### src/rtl/mipi_tx_frame_timing_if.sv
// Sync/handshake bundle between the frame timing generator and its neighbours.
// master = timing generator (drives sync outputs), slave = line buffer / line-read side.
interface mipi_tx_frame_timing_if;
  logic        enable;
  logic        line_ready;
  logic        Vsync;
  logic        Hsync;
  logic        frame_start;
  logic [11:0] line_cnt;
  logic        frame_done;
  logic        underrun;

  modport master (
    input  enable, line_ready,
    output Vsync, Hsync, frame_start, line_cnt, frame_done, underrun
  );

  modport slave (
    output enable, line_ready,
    input  Vsync, Hsync, frame_start, line_cnt, frame_done, underrun
  );
endinterface

### src/rtl/mipi_tx_frame_timing.sv
// Frame/line sync generator on the TX byte clock; all outputs registered (1-cycle latency from state).
// Active lines wait on line_ready (WAIT_LINE is transparent when already ready); a multi-cycle stall flags underrun.
module mipi_tx_frame_timing #(
  parameter logic [11:0] H_TOTAL  = 12'd800,
  parameter logic [11:0] V_ACTIVE = 12'd2688,
  parameter logic [11:0] V_FP     = 12'd8,
  parameter logic [11:0] V_BP     = 12'd8
) (
  input  logic                          CLK_tx,
  input  logic                          RSTn,
  mipi_tx_frame_timing_if.master        tim
);

  typedef enum logic [2:0] {
    IDLE      = 3'd0,
    VS        = 3'd1,
    FP        = 3'd2,
    WAIT_LINE = 3'd3,
    ACT       = 3'd4,
    BP        = 3'd5
  } state_t;

  state_t      state;
  logic [11:0] h_cnt;
  logic [11:0] v_cnt;
  logic [11:0] line_cnt_q;
  logic        vsync_q;
  logic        hsync_q;
  logic        frame_start_q;
  logic        frame_done_q;
  logic        underrun_q;
  logic        line_end;

  assign line_end = (h_cnt == H_TOTAL - 12'd1);

  assign tim.Vsync       = vsync_q;
  assign tim.Hsync       = hsync_q;
  assign tim.frame_start = frame_start_q;
  assign tim.line_cnt    = line_cnt_q;
  assign tim.frame_done  = frame_done_q;
  assign tim.underrun    = underrun_q;

  always_ff @(posedge CLK_tx or negedge RSTn) begin
    if (!RSTn) begin
      state         <= IDLE;
      h_cnt         <= 12'd0;
      v_cnt         <= 12'd0;
      line_cnt_q    <= 12'd0;
      vsync_q       <= 1'b0;
      hsync_q       <= 1'b0;
      frame_start_q <= 1'b0;
      frame_done_q  <= 1'b0;
      underrun_q    <= 1'b0;
    end else begin
      // Pulses default low; each branch raises the ones due in the next cycle.
      vsync_q      <= 1'b0;
      hsync_q      <= 1'b0;
      frame_done_q <= 1'b0;

      case (state)
        IDLE: begin
          if (tim.enable) begin
            state   <= VS;
            vsync_q <= 1'b1;
            h_cnt   <= 12'd0;
            v_cnt   <= 12'd0;
          end
        end

        VS: begin
          state   <= FP;
          hsync_q <= 1'b1;
          h_cnt   <= 12'd0;
          v_cnt   <= 12'd0;
        end

        FP: begin
          if (line_end) begin
            h_cnt <= 12'd0;
            if (v_cnt == V_FP - 12'd1) begin
              v_cnt <= 12'd0;
              if (tim.line_ready) begin
                state         <= ACT;
                hsync_q       <= 1'b1;
                frame_start_q <= 1'b1;
              end else begin
                state <= WAIT_LINE;
              end
            end else begin
              v_cnt   <= v_cnt + 12'd1;
              hsync_q <= 1'b1;
            end
          end else begin
            h_cnt <= h_cnt + 12'd1;
          end
        end

        WAIT_LINE: begin
          h_cnt <= 12'd0;
          if (tim.line_ready) begin
            state         <= ACT;
            hsync_q       <= 1'b1;
            frame_start_q <= 1'b1;
          end else begin
            // Still not ready: WAIT_LINE will be held for a second cycle.
            underrun_q <= 1'b1;
          end
        end

        ACT: begin
          if (line_end) begin
            h_cnt <= 12'd0;
            if (line_cnt_q == V_ACTIVE - 12'd1) begin
              line_cnt_q    <= 12'd0;
              frame_start_q <= 1'b0;
              state         <= BP;
              v_cnt         <= 12'd0;
              hsync_q       <= 1'b1;
            end else begin
              line_cnt_q <= line_cnt_q + 12'd1;
              if (tim.line_ready) begin
                hsync_q <= 1'b1;
              end else begin
                state <= WAIT_LINE;
              end
            end
          end else begin
            h_cnt <= h_cnt + 12'd1;
          end
        end

        BP: begin
          if (line_end) begin
            h_cnt <= 12'd0;
            if (v_cnt == V_BP - 12'd1) begin
              v_cnt        <= 12'd0;
              frame_done_q <= 1'b1;
              if (tim.enable) begin
                state   <= VS;
                vsync_q <= 1'b1;
              end else begin
                state <= IDLE;
              end
            end else begin
              v_cnt   <= v_cnt + 12'd1;
              hsync_q <= 1'b1;
            end
          end else begin
            h_cnt <= h_cnt + 12'd1;
          end
        end

        default: begin
          state <= IDLE;
        end
      endcase
    end
  end

endmodule

### src/flat_wrapper.sv
// flat-port wrapper written by rule: the top's interface ports become plain ports
module mipi_tx_frame_timing_flat 
#(
  parameter logic [11:0] H_TOTAL  = 12'd800,
  parameter logic [11:0] V_ACTIVE = 12'd2688,
  parameter logic [11:0] V_FP     = 12'd8,
  parameter logic [11:0] V_BP     = 12'd8
)
  (CLK_tx, RSTn, tim_enable, tim_line_ready, tim_Vsync, tim_Hsync, tim_frame_start, tim_line_cnt, tim_frame_done, tim_underrun);
  mipi_tx_frame_timing_if tim_i ();
  input  logic CLK_tx;
  input  logic RSTn;
  input wire logic [$bits(tim_i.enable)-1:0] tim_enable;
  input wire logic [$bits(tim_i.line_ready)-1:0] tim_line_ready;
  output wire logic [$bits(tim_i.Vsync)-1:0] tim_Vsync;
  output wire logic [$bits(tim_i.Hsync)-1:0] tim_Hsync;
  output wire logic [$bits(tim_i.frame_start)-1:0] tim_frame_start;
  output wire logic [$bits(tim_i.line_cnt)-1:0] tim_line_cnt;
  output wire logic [$bits(tim_i.frame_done)-1:0] tim_frame_done;
  output wire logic [$bits(tim_i.underrun)-1:0] tim_underrun;
  assign tim_i.enable = tim_enable;
  assign tim_i.line_ready = tim_line_ready;
  assign tim_Vsync = tim_i.Vsync;
  assign tim_Hsync = tim_i.Hsync;
  assign tim_frame_start = tim_i.frame_start;
  assign tim_line_cnt = tim_i.line_cnt;
  assign tim_frame_done = tim_i.frame_done;
  assign tim_underrun = tim_i.underrun;
  mipi_tx_frame_timing #(.H_TOTAL(H_TOTAL), .V_ACTIVE(V_ACTIVE), .V_FP(V_FP), .V_BP(V_BP)) u_core (.CLK_tx(CLK_tx), .RSTn(RSTn), .tim(tim_i));
endmodule
### config.mk
export PLATFORM = sky130hd
export DESIGN_NAME = mipi_tx_frame_timing_flat
export DESIGN_NICKNAME = d
export VERILOG_FILES = /design/src/rtl/mipi_tx_frame_timing_if.sv /design/src/rtl/mipi_tx_frame_timing.sv /design/src/flat_wrapper.sv
export SDC_FILE = /design/constraint.sdc
export NUM_CORES = 1
export LEC_CHECK = 0
export CORE_MARGIN = 2
export CORE_UTILIZATION = 57
export DETAILED_ROUTE_END_ITERATION = 12
export PLACE_DENSITY = 0.76
export SETUP_SLACK_MARGIN = 0.05
export SLEW_MARGIN = 10
export SYNTH_ARGS = -nofsm -noshare
export SYNTH_HDL_FRONTEND = slang
export SYNTH_SLANG_ARGS = --single-unit
### constraint.sdc
create_clock -name CLK_tx -period 3.2 [get_ports CLK_tx]
set_input_delay 0.48 -clock CLK_tx [delete_from_list [all_inputs] [get_ports CLK_tx]]
set_output_delay 0.48 -clock CLK_tx [all_outputs]
set_load 0.01 [all_outputs]
==> out/qor.csv <==
stage;metric;value;unit
power;internal power;0.7078;mW
job;Max-Cap Viols;0;
power;Combinational Power Share;0.019;
global_routing;gr ovfl total;0;
placed_design;Cell Area, Placed;0.002718;sq mm
detailed_routing;Vias;2166;
timing;Final period util;0.7622;
floorplanning;# rows;23;
timing;final setup violation count;0;
logic_synthesis;Netlist cell types;46;
floorplanning;DIE WIDTH;69.54;microns
worst_hold_path;Hold Crit Class;in -> async;
layout;diodes inserted;0;
status;run status;finished, final reports clean;
cts;cts bufs inserted;5;
detailed_routing;via/cell ratio;6.389;
detailed_routing;WL final;5381;microns
global_routing;first-pass GRT wire length;9308;microns
layout;Synth-to-Final Area Change;14.15;%
layout;sequential cell area;0.001101;sq mm
timing;clk_skew;0.007997;ns
detailed_routing;1st-iter DRT viols;216;
timing;Max Freq;0.4100;GHz
layout;fill cell total of the finished layout;329;
setup_path;Worst Path Required;3.42;ns
timing;Final Hold Fails;0;
setup_path;R2R Path Start;u_core.state[1];
power;Pleak;1.122;nW
cts;Worst-Skew Late Latency;0.30;ns
logic_synthesis;ys async rst share;1.000;
global_routing;antenna violations before repair;0;
detailed_routing;DRC;0;
logic_synthesis;Syn Std Cell Area;0.002449;sq mm
floorplanning;Die ar.;0.004836;sq mm
timing;RSZ-0062 raised after global routing;no;
detailed_routing;DR pass1 iterations;4;
timing;fin crit period;2.439;ns
setup_path;reg-to-reg slack, setup;0.76;ns
layout;layout cell share with drive strength beyond 1;0.06574;
logic_synthesis;Synthesized Nets;272;
timing;max-slew violations;0;
floorplanning;die height;69.54;microns
power;Net Sw Power;0.1967;mW
logic_synthesis;number of synthesized register bits;44;
logic_synthesis;cells after synthesis;265;
logic_synthesis;Post-synth EDFFs;0;
setup_path;CP Capture Type;flop;
setup_path;Crit Path Max Fanout;20;
layout;post-route cell area;0.002795;sq mm
detailed_routing;post-route ant nets;0;
cts;# Post-CTS Setup Buffers;0;
power;VDD IR max;248.5;uV
setup_path;worst reg2reg path depth;5;
global_routing;vias in the first global route;1977;
cts;htree depth;2;
floorplanning;Core Region;0.004058;sq mm
detailed_routing;DR WL/cell;15.87;microns
layout;commonest non-fill, non-tap cell in the layout;dfrtp_1;
logic_synthesis;yosys warns;0;
placed_design;routability cong.;0.8499;
logic_synthesis;Avg Cell Area, Syn;9.240;sq um
floorplanning;I/O Pins;21;
cts;TritonCTS clock tree;done;
power;Flop pwr share;0.614;
setup_path;Setup CP Type;reg -> reg;
placed_design;number of port buffers;20;
layout;Final nets;296;
layout;most frequent cells in the layout;44 x dfrtp_1, 24 x nand2_1, 22 x nor2_1, 19 x nand3_1, 19 x clkdlybuf4s50_1;
power;power per cell area;323.6;mW/mm^2
setup_path;critical path launch point type;flop;
power;proportion of power drawn by the clock network;0.367;
floorplanning;Starting Density;0.6035;
setup_path;r2r endpoint;u_core.tim.line_cnt[5];
setup_path;crit path DAT;2.66;ns
timing;setup TNS;0;ns
layout;area of the multi-input gates;0.001310;sq mm
global_routing;largest net degree at the start of global routing;45;
cts;Root Driver;clkbuf_8;
cts;clk sinks;44;
cts;Clock Pin Slew Worst Setup and Hold Paths;0.08;ns
cts;clock buffer depth;2;
logic_synthesis;Seq/Total Area, Yosys;0.4497;
cts;post-CTS sizing;0;
timing;worst slew pin tran;0.9644;ns
timing;Slew headroom;0.3570;
placed_design;DP HPWL;3821;microns
power;Sw Share;0.2174;
cts;hold buffer count at cts;0;
logic_synthesis;Main synth FF type;dfrtp_1;
global_routing;Total GRT Usage;0.2372;
-- worst max path at each step --
stage | cells after the start | slack, ns | startpoint | to
after CTS | 5 | 0.76 | u_core.state[1] | u_core.tim.line_cnt[5]
final | 5 | 0.76 | u_core.state[1] | u_core.tim.line_cnt[5]
after floorplan | 5 | 0.91 | u_core.h_cnt[5] | u_core.state[2]
after global routing | 5 | 0.61 | u_core.state[1] | u_core.tim.line_cnt[5]
after detailed placement | 5 | 0.78 | u_core.state[1] | u_core.tim.line_cnt[5]
after global placement | 5 | 0.87 | u_core.state[1] | u_core.tim.line_cnt[5]
-- cell families after synthesis --
logic type                 count (synthesis)  share of synthesized area
and+or+nand+nor                          127                     0.2790
AOI/OAI and AO/OA                         69                     0.1972
DFF                                       44                     0.4497
xor gates and xnor gates                  11                    0.03934
buffers and inverters                     10                    0.01533
adders and majority gates                  3                    0.01533
muxes                                      1                   0.004088
-- metrics by stage --
step	std cells	power [mW]	hold slack (ns)	utilization	worst slack, ns
after floorplan	265	0.5688	0.1844	-	0.9116
after global placement	332	0.5841	0.4483	0.6698	0.8677
after detailed placement	332	0.5844	0.4600	0.6698	0.7766
after CTS	339	0.9145	0.3659	0.6889	0.7555
after global routing	339	0.9391	0.4212	0.6889	0.6129
final	339	0.9045	0.3285	0.6889	0.7608
-- routing by layer --
metal,GRT usage,up-vias,wire length (microns)
li1,-,1055,-
met1,0.3263,1030,2542
met5,0,-,0
met4,0.07407,0,86
met2,0.3707,73,2423
met3,0.05959,8,330
-- worst max-delay path, stage by stage, from the launching register on --
cell and delay, ns:
dfrtp_1 0.59, or3b_2 0.54, or4_1 0.64, nor2b_1 0.20
and3_1 0.19, mux2i_1 0.20
-- layout make-up --
class / instances / share of cell area
Sequential cell: 44 / 0.3939
Inverter: 1 / 0.001343
Clock buffer: 6 / 0.02596
Timing Repair Buffer: 26 / 0.08594
Tap cell: 50 / 0.02238
Multi-Input combinational cell: 211 / 0.4687
Clock inverter: 1 / 0.001791
-- power by group through the flow --
stage | Combinational, mW | Sequential [mW] | Clock (mW)
detailed placement | 0.0179 | 0.567 | 0
finish | 0.0168 | 0.555 | 0.332
global route | 0.0201 | 0.555 | 0.364
CTS | 0.0179 | 0.555 | 0.341
global placement | 0.0176 | 0.567 | 0
floorplan | 0.00213 | 0.567 | 0
-- synthesized netlist by cell type (2+ instances only) --
cell | number | area (sq um)
dfrtp_1 | 44 | 1101
nand2_1 | 24 | 90.09
nor2_1 | 22 | 82.58
nand3_1 | 19 | 95.09
o21ai_0 | 17 | 85.08
nor3_1 | 16 | 80.08
o31ai_1 | 14 | 105.1
and3_1 | 9 | 56.30
clkbuf_1 | 9 | 33.78
a21oi_1 | 6 | 30.03
nand2b_1 | 6 | 37.54
nand4_1 | 6 | 37.54
nor4_1 | 6 | 37.54
xor2_1 | 6 | 52.55
a211o_1 | 5 | 43.79
xnor2_1 | 5 | 43.79
nor2b_1 | 4 | 25.02
a21o_1 | 3 | 22.52
a22o_1 | 3 | 26.28
a31oi_1 | 3 | 18.77
ha_1 | 3 | 37.54
o211ai_1 | 3 | 22.52
o22ai_1 | 3 | 18.77
o41ai_1 | 3 | 26.28
a211oi_1 | 2 | 15.01
and4_1 | 2 | 17.52
or3b_2 | 2 | 17.52
or4_1 | 2 | 15.01
-- flip-flops by register name (all words and copies together), names as in the netlist --
register / count
u_core.state: 3
u_core.tim.Hsync: 1
u_core.tim.underrun: 1
u_core.v_cnt: 12
u_core.tim.frame_start: 1
u_core.tim.frame_done: 1
u_core.tim.Vsync: 1
u_core.tim.line_cnt: 12
u_core.h_cnt: 12
Power figures use the tool's default switching activity.
